## config.mk

```make
export PLATFORM = sky130hd
export DESIGN_NAME = noc_input_buffer
export DESIGN_NICKNAME = d
export VERILOG_FILES = /design/src/rtl/noc_pkg.sv /design/src/rtl/noc_sync_fifo.sv /design/src/rtl/noc_input_buffer.sv
export SDC_FILE = /design/constraint.sdc
export NUM_CORES = 1
export LEC_CHECK = 0
export ABC_AREA = 1
export CELL_PAD_IN_SITES_DETAIL_PLACEMENT = 1
export CELL_PAD_IN_SITES_GLOBAL_PLACEMENT = 1
export CORE_AREA = 2 2 180 147
export CTS_BUF_LIST = sky130_fd_sc_hd__clkbuf_8
export DETAILED_ROUTE_END_ITERATION = 10
export DIE_AREA = 0 0 182 149
export GPL_ROUTABILITY_DRIVEN = 0
export PLACE_DENSITY_LB_ADDON = 0.3
export SYNTH_ARGS = -nofsm -noshare
export SYNTH_HDL_FRONTEND = slang
export SYNTH_SLANG_ARGS = --single-unit
export TNS_END_PERCENT = 1
```

## constraint.sdc

```tcl
create_clock -name clk -period 3.7 [get_ports clk]
set_clock_uncertainty 0.05 [all_clocks]
set_input_delay 0.74 -clock clk [delete_from_list [all_inputs] [get_ports clk]]
set_output_delay 0.74 -clock clk [all_outputs]
set_load 0.1 [all_outputs]
```

## src/rtl/noc_pkg.sv

```systemverilog
// -----------------------------------------------------------------------------
// noc_pkg
// Definitions shared by the NoC router blocks (input buffers, arbiter, crossbar):
// flit type codes, the flit_id field width (the field sits at the top of the
// flit), the packet length width, router port indices, the input-buffer packet
// state type and small flit-type helpers.
// -----------------------------------------------------------------------------
package noc_pkg;

    localparam int FID_W = 3;   // flit_id occupies flit[FLIT_W-1 -: FID_W]
    localparam int LEN_W = 12;  // packet length carried in header payload[11:0]

    localparam logic [FID_W-1:0] FLIT_HEADER = 3'b001;
    localparam logic [FID_W-1:0] FLIT_BODY   = 3'b010;
    localparam logic [FID_W-1:0] FLIT_TAIL   = 3'b100;

    localparam int PORT_L = 0;
    localparam int PORT_N = 1;
    localparam int PORT_E = 2;
    localparam int PORT_W = 3;
    localparam int PORT_S = 4;

    typedef enum logic {
        PKT_IDLE   = 1'b0,
        PKT_ACTIVE = 1'b1
    } pkt_state_e;

    // Unknown codes are not headers or tails, so they behave as BODY.
    function automatic logic is_header(input logic [FID_W-1:0] id);
        return id == FLIT_HEADER;
    endfunction

    function automatic logic is_tail(input logic [FID_W-1:0] id);
        return id == FLIT_TAIL;
    endfunction

endpackage

```

## src/rtl/noc_sync_fifo.sv

```systemverilog
// -----------------------------------------------------------------------------
// noc_sync_fifo
// Single-clock circular flit FIFO with a combinational head read.
// Ports:
//   clk, rst   clock, synchronous active-high reset (pointers/count only)
//   push       write push_flit (ignored when full)
//   push_flit  flit to write
//   pop        drop the head entry (ignored when empty)
//   full/empty occupancy flags
//   count      occupancy 0..DEPTH
//   head       entry at the read pointer
// -----------------------------------------------------------------------------
module noc_sync_fifo #(
    parameter int DEPTH  = 8,
    parameter int FLIT_W = 32,
    parameter int PTR_W  = $clog2(DEPTH)
) (
    input  logic              clk,
    input  logic              rst,
    input  logic              push,
    input  logic [FLIT_W-1:0] push_flit,
    input  logic              pop,
    output logic              full,
    output logic              empty,
    output logic [PTR_W:0]    count,
    output logic [FLIT_W-1:0] head
);

    localparam logic [PTR_W:0] FULL_CNT = (PTR_W+1)'(DEPTH);

    logic [FLIT_W-1:0] mem_q [DEPTH];
    logic [PTR_W-1:0]  wr_ptr_q, wr_ptr_d;
    logic [PTR_W-1:0]  rd_ptr_q, rd_ptr_d;
    logic [PTR_W:0]    count_q, count_d;
    logic              do_push, do_pop;

    assign full  = (count_q == FULL_CNT);
    assign empty = (count_q == '0);
    assign count = count_q;
    assign head  = mem_q[rd_ptr_q];

    always_comb begin
        do_push  = push && !full;
        do_pop   = pop && !empty;
        // DEPTH is a power of two, so pointers wrap naturally.
        wr_ptr_d = do_push ? wr_ptr_q + 1'b1 : wr_ptr_q;
        rd_ptr_d = do_pop  ? rd_ptr_q + 1'b1 : rd_ptr_q;
        case ({do_push, do_pop})
            2'b10:   count_d = count_q + 1'b1;
            2'b01:   count_d = count_q - 1'b1;
            default: count_d = count_q;
        endcase
    end

    always_ff @(posedge clk) begin
        if (rst) begin
            wr_ptr_q <= '0;
            rd_ptr_q <= '0;
            count_q  <= '0;
        end else begin
            wr_ptr_q <= wr_ptr_d;
            rd_ptr_q <= rd_ptr_d;
            count_q  <= count_d;
        end
    end

    // Storage is not reset; stale entries are unreachable once pointers clear.
    always_ff @(posedge clk) begin
        if (do_push) begin
            mem_q[wr_ptr_q] <= push_flit;
        end
    end

endmodule

```

## src/rtl/noc_input_buffer.sv

```systemverilog
// -----------------------------------------------------------------------------
// noc_input_buffer
// Per-port router input stage: buffers flits, tracks packet framing and
// presents the head-of-line packet to the arbiter, forwarding flits to the
// crossbar while this port holds the grant.
// Ports:
//   clk, rst            clock, synchronous active-high reset
//   in_valid/in_flit    upstream flit; in_ready = buffer not full
//   req/flit_id/length  arbiter request, head flit type, latched packet length
//   grant               arbiter grant bit for this port
//   out_valid/out_flit  flit toward crossbar; out_ready = downstream accepts
//   drop_err            one-cycle pulse on a discarded stray flit or a header
//                       forwarded in place of a missing tail
//   count               buffer occupancy
// -----------------------------------------------------------------------------
module noc_input_buffer
    import noc_pkg::*;
#(
    parameter int DEPTH  = 8,
    parameter int FLIT_W = 32,
    parameter int PTR_W  = 3
) (
    input  logic              clk,
    input  logic              rst,
    input  logic              in_valid,
    input  logic [FLIT_W-1:0] in_flit,
    output logic              in_ready,
    output logic              req,
    output logic [2:0]        flit_id,
    output logic [11:0]       length,
    input  logic              grant,
    input  logic              out_ready,
    output logic              out_valid,
    output logic [FLIT_W-1:0] out_flit,
    output logic              drop_err,
    output logic [PTR_W:0]    count
);

    logic              fifo_full, fifo_empty, fifo_pop;
    logic [FLIT_W-1:0] head;
    logic [FID_W-1:0]  head_id;

    pkt_state_e       state_q, state_d;
    logic [LEN_W-1:0] length_q, length_d;
    logic             first_q, first_d;     // packet's own header not yet popped
    logic             drop_err_q, drop_err_d;
    logic             out_valid_c;

    noc_sync_fifo #(
        .DEPTH  (DEPTH),
        .FLIT_W (FLIT_W),
        .PTR_W  (PTR_W)
    ) u_fifo (
        .clk       (clk),
        .rst       (rst),
        .push      (in_valid && !fifo_full),
        .push_flit (in_flit),
        .pop       (fifo_pop),
        .full      (fifo_full),
        .empty     (fifo_empty),
        .count     (count),
        .head      (head)
    );

    assign head_id   = head[FLIT_W-1 -: FID_W];
    assign in_ready  = !fifo_full;
    assign flit_id   = fifo_empty ? 3'b000 : head_id;
    assign out_flit  = head;
    assign out_valid = out_valid_c;
    assign req       = (state_q == PKT_ACTIVE);
    assign length    = length_q;
    assign drop_err  = drop_err_q;

    always_comb begin
        state_d     = state_q;
        length_d    = length_q;
        first_d     = first_q;
        drop_err_d  = 1'b0;
        fifo_pop    = 1'b0;
        out_valid_c = 1'b0;
        case (state_q)
            PKT_IDLE: begin
                if (!fifo_empty) begin
                    if (is_header(head_id)) begin
                        // Header stays in the FIFO; it is the first flit sent.
                        length_d = head[LEN_W-1:0];
                        first_d  = 1'b1;
                        state_d  = PKT_ACTIVE;
                    end else begin
                        fifo_pop   = 1'b1;
                        drop_err_d = 1'b1;
                    end
                end
            end
            PKT_ACTIVE: begin
                // Combinational so a revoked grant stops transfer immediately.
                out_valid_c = grant && !fifo_empty;
                if (out_valid_c && out_ready) begin
                    fifo_pop = 1'b1;
                    first_d  = 1'b0;
                    if (is_tail(head_id)) begin
                        state_d = PKT_IDLE;
                    end else if (is_header(head_id) && !first_q) begin
                        // Next packet started without a tail: keep going as
                        // one stream but flag it and adopt the new length.
                        drop_err_d = 1'b1;
                        length_d   = head[LEN_W-1:0];
                    end
                end
            end
        endcase
    end

    always_ff @(posedge clk) begin
        if (rst) begin
            state_q    <= PKT_IDLE;
            length_q   <= '0;
            first_q    <= 1'b0;
            drop_err_q <= 1'b0;
        end else begin
            state_q    <= state_d;
            length_q   <= length_d;
            first_q    <= first_d;
            drop_err_q <= drop_err_d;
        end
    end

endmodule

```

==> flow_summary.yaml, run 1 <==
floorplan:
  core_um2: 25600
  die_h_um: 149
  io_pins: 92
  rows: 53
  start_util_pct: 43.8
  die_x_um: 182
  die-area_um2: 27100
cts:
  numCtsBuffers: 46
  clock_sinks: 284
  postCtsHoldBufs: 0
  clock-root-buffer: "clkbuf_8"
  path_clk_slew_ns: 0.06
  cts_resized: 0
  clock_latency_ns: 0.54
  post_cts_buffers: 0
  clockBufferDepth: 3
  cts_max_level: 2
  cts_tree: "built"
synth:
  ys_seq_area_share_pct: 73.6
  synth.most_common_cell: "edfxtp_1"
  synth_edf_count: 256
  synth_cell_types: 26
  postSynthAreaPerCell_um2: 12.1
  ys_top_cells_by_area: "edfxtp_1 (69%), nor2_1 (7.0%), o21ai_0 (5.5%), dfxtp_1 (5.0%), nand2_1 (2.3%)"
  synth_cells: 925
  netlist.area_leader.share_pct: 68.6
  yosys.area.top_type: "edfxtp_1"
  syn_nets: 967
  synth_seq_cells: 284
  syn-cell-area_um2: 11200
  synth_common_cells: "edfxtp_1 (256), nor2_1 (209), o21ai_0 (124)"
  async_flop_share_pct: 0
  ys_warn_count: 0
  ys.flop_type: "edfxtp_1"
worst_setup_path:
  critPathKind: "flop to output port"
  endpoint: "out_flit[7]"
  reg2reg_to: "u_fifo.count[3]"
  critPathMaxFanout: 41
  worst_ep_required_time_ns: 2.91
  r2r.worst_path.cells: 15
  critPathLaunchType: "flop"
  arrival_ns: 2.61
  r2r_slack_ns: 0.53
  end_kind: "output port"
grt:
  gr-usage-all-layers_pct: 20.3
  grt_max_degree: 129
  grt_pass1_wl_mm: 42.6
  grt_pass1_vias: 7674
  antenna_found_initial: 0
  overflow: 0
power_and_ir_drop:
  p_per_area_nw_per_um2: 894
  ir_drop_mv: 0.703
  p_leak_nw: 4.93
  finalPower_mw: 12.3
final_layout:
  stdcell_area_um2: 13800
  nFillCells: 2621
  finalNonFillerCells: 1393
  area_growth_syn_to_layout_pct: 23.0
  fin_util_pct: 53.8
  fin_nets: 1072
  n_antenna_cell: 0
  drive_gt1_share_pct: 12.0
detailed_routing:
  firstDrtPassIters: 7
  via_per_inst: 5.31
  drcViolationCount: 0
  ant_nets: 0
  drt_iter0_markers: 488
  via_count: 7394
  wl_mm: 27.5
  routedWlPerCell_um: 19.7
timing:
  min_period_over_period_pct: 92.0
  fmax_mhz: 294
  rsz0062_at_grt: "no"
  min_period_ns: 3.40
  setup_viol: 0
  slew_headroom_pct: 33.9
  setup_slack_ns: 0.297
  holdWs_ns: 0.432
  finalMaxSlewViolations: 0
  worst_pin_slew_ns: 0.989
  hold_violations: 0
  fin_setup_tns_ns: 0
placement:
  dpl_cell_area_um2: 12900
  dp_hpwl_mm: 15.8
  pre_cts_ws_ns: 0.425
  dp.cells: 1312
  port_buffers: 91
status:
  outcome: "completed"
job:
  cap_violations: 0
hold_path:
  hold_class: "flop to flop"
## kinds of logic after synthesis
group	Yosys count	share of synthesized area [%]
compound gates	210	10.4
xor+xnor	4	0.313
fa+ha+maj	5	0.558
buf+inv	112	4.20
flops	284	73.6
simple gates	310	10.9
## worst max-delay path, cell delays in order, from the launching register on
cell and delay (ns):
dfxtp_4 0.37, clkinv_2 0.37, buf_4 0.42, o21ai_0 0.22, o22ai_1 0.10, o21ai_1 0.26, inv_1 0.12, buf_12 0.18
## where the power goes
group	internal (mW)	switching (mW)	leakage [nW]
Combinational	1.75	4.25	1.86
Sequential	3.73	0.0997	2.55
Clock	1.30	1.19	0.513
## how the worst min path moves through the flow
| stage | from | to | slack (ns) | cells after the start |
|---|---|---|---|---|
| 3_5_place_dp | first_q | first_q | 0.43 | 2 |
| 3_3_place_gp | first_q | first_q | 0.41 | 2 |
| 2_1_floorplan | first_q | first_q | 0.40 | 2 |
| 4_1_cts | length[0] | length[0] | 0.44 | 2 |
| 5_1_grt | length[0] | length[0] | 0.46 | 2 |
| 6_report | length[0] | length[0] | 0.43 | 2 |
## cell type report
class | instances | area [µm²] | share of cell area, %
flip-flops and latches | 284 | 8250 | 59.9
multi-input cells | 529 | 2550 | 18.5
repair buffers | 108 | 1500 | 10.9
clock buffers | 50 | 688 | 4.99
well taps | 330 | 413 | 3.00
inverters | 61 | 230 | 1.67
clock inverters | 31 | 150 | 1.09
## sequential cells by signal, summed over array words and instances (netlist names), named ones only
signal,cells
drop_err,1
first_q,1
length,12
req,1
u_fifo.count,4
u_fifo.mem_q,256
u_fifo.rd_ptr_q,3
u_fifo.wr_ptr_q,3
## routing by layer
| layer | vias up | track usage [%] | share of wire, % |
|---|---|---|---|
| met5 | - | 0 | 0 |
| met4 | 0 | 7.22 | 2.3 |
| met3 | 57 | 3.64 | 4.6 |
| met2 | 167 | 34.8 | 49 |
| met1 | 3688 | 26.3 | 44 |
| li1 | 3482 | - | - |
## cells in the final DEF (no fill, tap or decap), types with 3 or more instances in the layout
| cell type | count |
|---|---|
| nand2_2 | 4 |
| a31oi_1 | 17 |
| o22ai_1 | 29 |
| inv_1 | 81 |
| o21ai_1 | 11 |
| clkbuf_8 | 50 |
| nand2_1 | 70 |
| o21ai_0 | 124 |
| o221ai_1 | 12 |
| dfxtp_1 | 26 |
| clkinv_1 | 4 |
| buf_12 | 44 |
| clkdlybuf4s50_1 | 54 |
| a21oi_1 | 16 |
| xor2_1 | 3 |
| clkinv_2 | 4 |
| buf_4 | 10 |
| nand3_1 | 24 |
| edfxtp_1 | 256 |
| ha_1 | 5 |
| nor2_1 | 201 |
| nor2_4 | 8 |
Note: power is estimated with default switching activity, not from simulation.
==> inputs of run 2 (changes only) <==
HOLD_SLACK_MARGIN = 0.15   (was not set)
==> results of run 2 <==
Final layout, timing and power as in run 1 (identical DEF).
